===== src/rtl/ifu.sv =====
// rtl/ifu.sv - instruction fetch unit: one outstanding fetch feeding a small instruction buffer
module ifu #(
  parameter logic [63:0] PC_INIT = 64'h8000_0000,
  parameter int          DEPTH   = 2
) (
  input  logic        clk,
  input  logic        rst_n,
  input  logic        redirect_valid,
  input  logic [63:0] redirect_pc,
  output logic        imem_req_valid,
  input  logic        imem_req_ready,
  output logic [63:0] imem_req_addr,
  input  logic        imem_resp_valid,
  input  logic [31:0] imem_resp_data,
  output logic        inst_valid,
  input  logic        inst_ready,
  output logic [31:0] inst,
  output logic [63:0] inst_pc
);

  localparam int            PW      = (DEPTH > 1) ? $clog2(DEPTH) : 1;
  localparam int            CW      = PW + 1;
  localparam logic [CW-1:0] DEPTH_C = CW'(DEPTH);
  localparam logic [63:0]   PC_RST  = {PC_INIT[63:2], 2'b00};

  typedef enum logic [1:0] {S_IDLE, S_REQ, S_WAIT} state_e;

  state_e        state_q, state_d;
  logic [63:0]   fetch_pc_q, fetch_pc_d;
  logic [63:0]   req_pc_q, req_pc_d;
  logic          drop_q, drop_d;
  logic          req_valid_q, req_valid_d;
  logic [CW-1:0] count_q, count_d;
  logic [PW-1:0] rd_ptr_q, rd_ptr_d;
  logic [PW-1:0] wr_ptr_q, wr_ptr_d;
  logic [31:0]   data_q [DEPTH];
  logic [31:0]   data_d [DEPTH];
  logic [63:0]   pc_q [DEPTH];
  logic [63:0]   pc_d [DEPTH];

  logic          hs, push, pop;
  logic [CW-1:0] count_step;
  logic          unused_redirect_lsbs;

  // Redirect targets are word-aligned by dropping the low address bits.
  assign unused_redirect_lsbs = ^redirect_pc[1:0];

  assign hs         = req_valid_q && imem_req_ready;
  assign push       = (state_q == S_WAIT) && imem_resp_valid && !drop_q;
  assign pop        = (count_q != '0) && inst_ready;
  assign count_step = count_q + CW'(push) - CW'(pop);

  assign imem_req_valid = req_valid_q;
  assign imem_req_addr  = fetch_pc_q;
  assign inst_valid     = (count_q != '0);
  assign inst           = data_q[rd_ptr_q];
  assign inst_pc        = pc_q[rd_ptr_q];

  // Next-state: fetch FSM, buffer push/pop, with redirect overriding everything last.
  always_comb begin
    state_d    = state_q;
    fetch_pc_d = fetch_pc_q;
    req_pc_d   = req_pc_q;
    drop_d     = drop_q;
    count_d    = count_step;
    rd_ptr_d   = rd_ptr_q;
    wr_ptr_d   = wr_ptr_q;
    data_d     = data_q;
    pc_d       = pc_q;

    if (hs) begin
      fetch_pc_d = fetch_pc_q + 64'd4;
      req_pc_d   = fetch_pc_q;
    end
    if (push) begin
      data_d[wr_ptr_q] = imem_resp_data;
      pc_d[wr_ptr_q]   = req_pc_q;
      wr_ptr_d         = wr_ptr_q + 1'b1;
    end
    if (pop) begin
      rd_ptr_d = rd_ptr_q + 1'b1;
    end
    // A stale response retires the drop flag wherever the FSM is.
    if (drop_q && imem_resp_valid) begin
      drop_d = 1'b0;
    end

    case (state_q)
      S_IDLE: if (count_q < DEPTH_C) state_d = S_REQ;
      S_REQ:  if (hs) state_d = S_WAIT;
      S_WAIT: if (imem_resp_valid) state_d = (count_step < DEPTH_C) ? S_REQ : S_IDLE;
      default: state_d = S_IDLE;
    endcase

    if (redirect_valid) begin
      count_d    = '0;
      rd_ptr_d   = '0;
      wr_ptr_d   = '0;
      fetch_pc_d = {redirect_pc[63:2], 2'b00};
      state_d    = S_REQ;
      // An older request is still in flight: its response must be swallowed.
      if (((state_q == S_WAIT) && !imem_resp_valid) || hs) begin
        drop_d = 1'b1;
      end
    end

    // No new request may issue while a dropped response is still owed.
    req_valid_d = (state_d == S_REQ) && !drop_d;
  end

  // State registers; reset parks in REQ with the request held low until the first edge.
  always_ff @(posedge clk or negedge rst_n) begin
    if (!rst_n) begin
      state_q     <= S_REQ;
      fetch_pc_q  <= PC_RST;
      req_pc_q    <= '0;
      drop_q      <= 1'b0;
      req_valid_q <= 1'b0;
      count_q     <= '0;
      rd_ptr_q    <= '0;
      wr_ptr_q    <= '0;
      for (int i = 0; i < DEPTH; i++) begin
        data_q[i] <= '0;
        pc_q[i]   <= '0;
      end
    end else begin
      state_q     <= state_d;
      fetch_pc_q  <= fetch_pc_d;
      req_pc_q    <= req_pc_d;
      drop_q      <= drop_d;
      req_valid_q <= req_valid_d;
      count_q     <= count_d;
      rd_ptr_q    <= rd_ptr_d;
      wr_ptr_q    <= wr_ptr_d;
      data_q      <= data_d;
      pc_q        <= pc_d;
    end
  end

endmodule


===== config.mk =====
export PLATFORM = sky130hd
export DESIGN_NAME = ifu
export DESIGN_NICKNAME = d
export VERILOG_FILES = /design/src/rtl/ifu.sv
export SDC_FILE = /design/constraint.sdc
export NUM_CORES = 1
export LEC_CHECK = 0
export CORE_ASPECT_RATIO = 0.5
export CORE_MARGIN = 5
export CORE_UTILIZATION = 30
export CTS_BUF_LIST = sky130_fd_sc_hd__clkbuf_8
export CTS_CLUSTER_DIAMETER = 200
export CTS_CLUSTER_SIZE = 12
export DETAILED_ROUTE_END_ITERATION = 7
export HOLD_SLACK_MARGIN = 0.12
export PLACE_DENSITY = 0.6
export SYNTH_ARGS = -nofsm -noshare
export SYNTH_HDL_FRONTEND = slang
export SYNTH_SLANG_ARGS = --single-unit

===== constraint.sdc =====
create_clock -name clk -period 2.25 [get_ports clk]
set_clock_uncertainty 0.05 [all_clocks]
set_input_delay 0.225 -clock clk [delete_from_list [all_inputs] [get_ports clk]]
set_output_delay 0.225 -clock clk [all_outputs]
set_load 0.03 [all_outputs]

Yosys cells after proc, flatten, opt, wreduce, memory -nomap -nowiden
Index checks and enable logic that the tools add are counted.
- flip-flop bits (word level): 328
- bits in latches: 0
- RAM bits: 0
- memory bits (read-only): 0
- input bits: 102
- word-level logic and storage cells: 72
- memories kept: 0
- add/subtract/negate cells: 5
- multipliers: 0
- divide/modulo/power cells: 0
- magnitude comparators: 5
- equal/unequal tests: 3
- shifts and indexed selects: 0
- mux-type cells: 28
- bitwise gates (word level): 2
- reductions and logical operators: 17
- operator list (cell ; number):
    2-to-1 mux 64 bit ; 6
    bitwise mux 128 bit ; 1
    2-to-1 mux 32 bit ; 4
    adder 64 x 3 -> 64 bit (second input constant) ; 1
    bitwise mux 64 bit ; 1
    demux 64 bit (select 1 bit) ; 1
    demux 32 bit (select 1 bit) ; 1
    2-to-1 mux 2 bit ; 5
    logical AND 1 bit ; 8
    2-to-1 mux 1 bit ; 8
    nonzero test 2 bit ; 4
    one-hot mux 2 bit (3 select lines) ; 1
    == test 2 x 1 -> 1 bit (second input constant) ; 2
    greater-or-equal comparator 2 bit (second input constant) ; 2
    less-than comparator 2 bit (second input constant) ; 2
    inverter 1 -> 2 bit ; 2
    logical NOT 1 bit ; 3
    adder 1 bit (second input constant) ; 2
    adder 2 x 1 -> 2 bit ; 1
    == test 2 bit (second input constant) ; 1
    logical NOT 2 bit ; 1
    less-than comparator 2 x 1 -> 1 bit (second input constant) ; 1
    subtractor 2 x 1 -> 2 bit ; 1
    logical OR 1 bit ; 1

Depth between registers and ports, before layout
- depth in word-level cells: 12
- depth in mapped cells: 10
- depth with buffers taken out: 10

Least setup slack after synthesis
No wires, ideal clock.
- kind: register to register
- start: reg fetch_pc_q[5] (netlist: imem_req_addr[5])
- end: reg fetch_pc_q[37] (netlist: imem_req_addr[37])
- setup time: 82 ps
- arrival time: 2447 ps
- path slack: -329 ps
- stages on the path, launching flop included: 8
- path buffers: 2
- period minus slack after synthesis: 2579 ps
- cell sequence: dfrtp_1 nand4_4 or4_1 buf_2 or3_1 buf_2 or3_1 a31oi_1
- longest elaborated chain between the ends: 3
- ends and longest elaborated chain (what ; RTL line ; text):
    start: declaration ; 29 ; logic [63:0] fetch_pc_q, fetch_pc_d;
    start signal: assignment ; 128 ; fetch_pc_q <= fetch_pc_d;
    adder 64 x 3 -> 64 bit ; 72 ; fetch_pc_d = fetch_pc_q + 64'd4;
    2-to-1 mux 64 bit ; 71 ; if (hs) begin
    2-to-1 mux 64 bit ; 95 ; if (redirect_valid) begin
No other way between the ends. The select of a mux whose other input is x is not followed.
A chain may end at the register's enable or synchronous reset.

Worst setup path in the final report
- start: reg fetch_pc_q[10] (netlist: imem_req_addr[10])
- end: reg fetch_pc_q[58] (netlist: imem_req_addr[58])
The elaborated chain is that of the path after synthesis.

==> flow_summary.json <==
{
  "outcome": "finished, violations left",
  "violations": "setup timing",
  "start_kind": "register",
  "fin_crit_sh_pct": 102,
  "core_area_um2": 47300,
  "routed_wl_um": 43200,
  "layout_commonest_cell": "mux2_2",
  "vias": 10443,
  "fillers": 4465,
  "synth_edf_count": 0,
  "fin_crit_ns": 2.28,
  "synthTopCellsByArea": "dfrtp_1 (55%), mux2_2 (26%), nand2_1 (2.0%)",
  "power_uw": 18400,
  "syn_to_final_growth_pct": 38.0,
  "die_w_um": 321,
  "critPathCaptureType": "register",
  "syn_area_per_cell_um2": 12.8,
  "syn_area_um2": 14500,
  "worst_pin_slew_ns": 0.532,
  "ant_nets": 0,
  "clock_latency_ns": 0.64,
  "synth_top_area_share_pct": 54.9,
  "ys_seq_elements": 320,
  "async_reset_ff_share_pct": 100,
  "clkTransAtPathRegs_ns": 0.09,
  "dp_hpwl_um": 30000,
  "antennaDiodeCount": 0,
  "ys_seq_area_share_pct": 55.2,
  "initial_core_util_pct": 30.7,
  "whs_ns": 0.144,
  "grt_pass1_wl_um": 65100,
  "routedWlPerCell_um": 19.7,
  "layout_common_cells": "mux2_2 (335), dfrtp_1 (296), clkdlybuf4s50_1 (152)",
  "setup_slack_ns": -0.0348,
  "die_area_um2": 53100,
  "rsz0062_at_grt": "true",
  "p_per_area_nw_per_um2": 921,
  "drive_gt1_share_pct": 43.1,
  "grt_pass1_vias": 10806,
  "synthFlopType": "dfrtp_1",
  "htreeDepth": 1,
  "num_rows": 56,
  "io_pins": 264,
  "irDropWorstVdd_uv": 421,
  "numCtsBuffers": 30,
  "cts_buffer_depth": 3,
  "hold_violations": 0,
  "required_ns": 2.69,
  "grtUsageTotal_pct": 15.6,
  "root_buffer": "clkbuf_8",
  "yosys_warnings": 0,
  "drv_cap": 0,
  "firstDrtPassIters": 5,
  "setup_viol": 3,
  "antenna_found_initial": 0,
  "remaining_drc_errors": 0,
  "path_max_fanout": 4,
  "grt-ovfl-total": 0,
  "critPathKind": "register to register",
  "fin_nets": 1647,
  "arrival_ns": 2.73,
  "first_iter_violations": 525,
  "portBuffers": 257,
  "grt_max_degree": 116,
  "synthCells": 1136,
  "setup_tns_ns": -0.0417,
  "yosys.area.top_type": "dfrtp_1",
  "cts_sinks": 320,
  "max_freq_mhz": 438,
  "die_y_um": 165,
  "p_leak_uw": 0.00927,
  "hold_class": "primary input to register",
  "slew_headroom_pct": 64.2,
  "slew_violations": 0,
  "routed_via_density": 4.76,
  "gp_congestion": 0.866,
  "cts_tree": "built",
  "synth.distinct_cells": 48
}
## through the flow
stage	utilization, %	area [um2]	setup WS, ns	std cells
after global placement	39.9	18900	-0.449	2099
after detailed placement	39.9	18900	-0.466	2099
after global routing	42.3	20000	-0.0975	2194
after floorplan	-	14600	-0.181	1139
final	42.3	20000	-0.0348	2194
after CTS	41.4	19600	-0.0475	2186
## state kept, by name, summed over array words and instances (netlist names)
name            count
count_q             2
data_q             64
drop_q              1
imem_req_addr      62
imem_req_valid      1
pc_q              124
rd_ptr_q            1
req_pc_q           62
state_q             2
wr_ptr_q            1
## per-layer routing
metal / wire length (um) / GRT usage, %
met1: 18200 / 19.5
met2: 22500 / 28.8
met3: 1330 / 2.12
met4: 1180 / 3.71
met5: 0 / 0
## synthesized netlist by cell type (8+ instances only)
master,number
a31oi_1,11
and3_1,11
clkbuf_1,53
dfrtp_1,318
inv_1,11
mux2_2,338
nand2_1,76
nand3_1,36
nand4_1,29
nor2_1,29
nor2b_1,10
nor3_1,14
nor4_1,19
o21ai_0,51
or3_1,9
or4_1,8
xnor2_1,17
xor2_1,24
## power by group
part           internal, uW  switching [uW]
Combinational          3560            3760
Sequential             6980             768
Clock                  1340            2010
## logic make-up after synthesis
| logic type | count (synthesis) | share of synthesized area, % |
|---|---|---|
| multiplexers | 344 | 26.7 |
| flip-flops | 320 | 55.2 |
| AND/OR/NAND/NOR | 259 | 9.45 |
| AO/OA/AOI/OAI | 91 | 3.77 |
| buffers and inverters | 77 | 2.12 |
| XOR/XNOR | 41 | 2.48 |
| adder cells (fa/ha/maj) | 3 | 0.259 |
| other | 1 | 0.0259 |
## final cells by class
class                      count  area, um2  area share, %
clock buffer                  30        413           2.06
clock inverter                16       91.3          0.456
inverter                      11       41.3          0.206
multi-input combinational    742       6380           31.9
sequential                   320       8040           40.2
tap                          638        798           3.99
timing repair buffer         437       4250           21.2
## final timing paths
check | from | slack [ns] | end | cells after the start
hold reg to reg | req_pc_q[42] | 0.45 | pc_q[106] | 1
setup reg to reg | imem_req_addr[10] | -0.03 | imem_req_addr[58] | 5
setup / recovery | imem_req_addr[10] | -0.03 | imem_req_addr[58] | 5
min in group asynchronous | rst_n | 0.17 | imem_req_addr[31] | 2
hold / removal | redirect_pc[13] | 0.14 | imem_req_addr[13] | 3
max in group asynchronous | rst_n | 1.55 | data_q[32] | 3
## critical path, stage by stage (launching register included)
cell	delay, ns
dfrtp_2	0.37
nand3_2	0.09
or4_4	0.57
or4_4	0.61
mux2i_1	0.14
or3_1	0.30
## timing repair
action,in CTS,in global routing
gates resized for setup,485,82
setup buffers,4,3
pin swaps,16,21
setup endpoints to repair,108,68
endpoints found under the hold margin,370,0
hold buffers,34,0
gates cloned,3,5
Power figures use the tool's default switching activity.
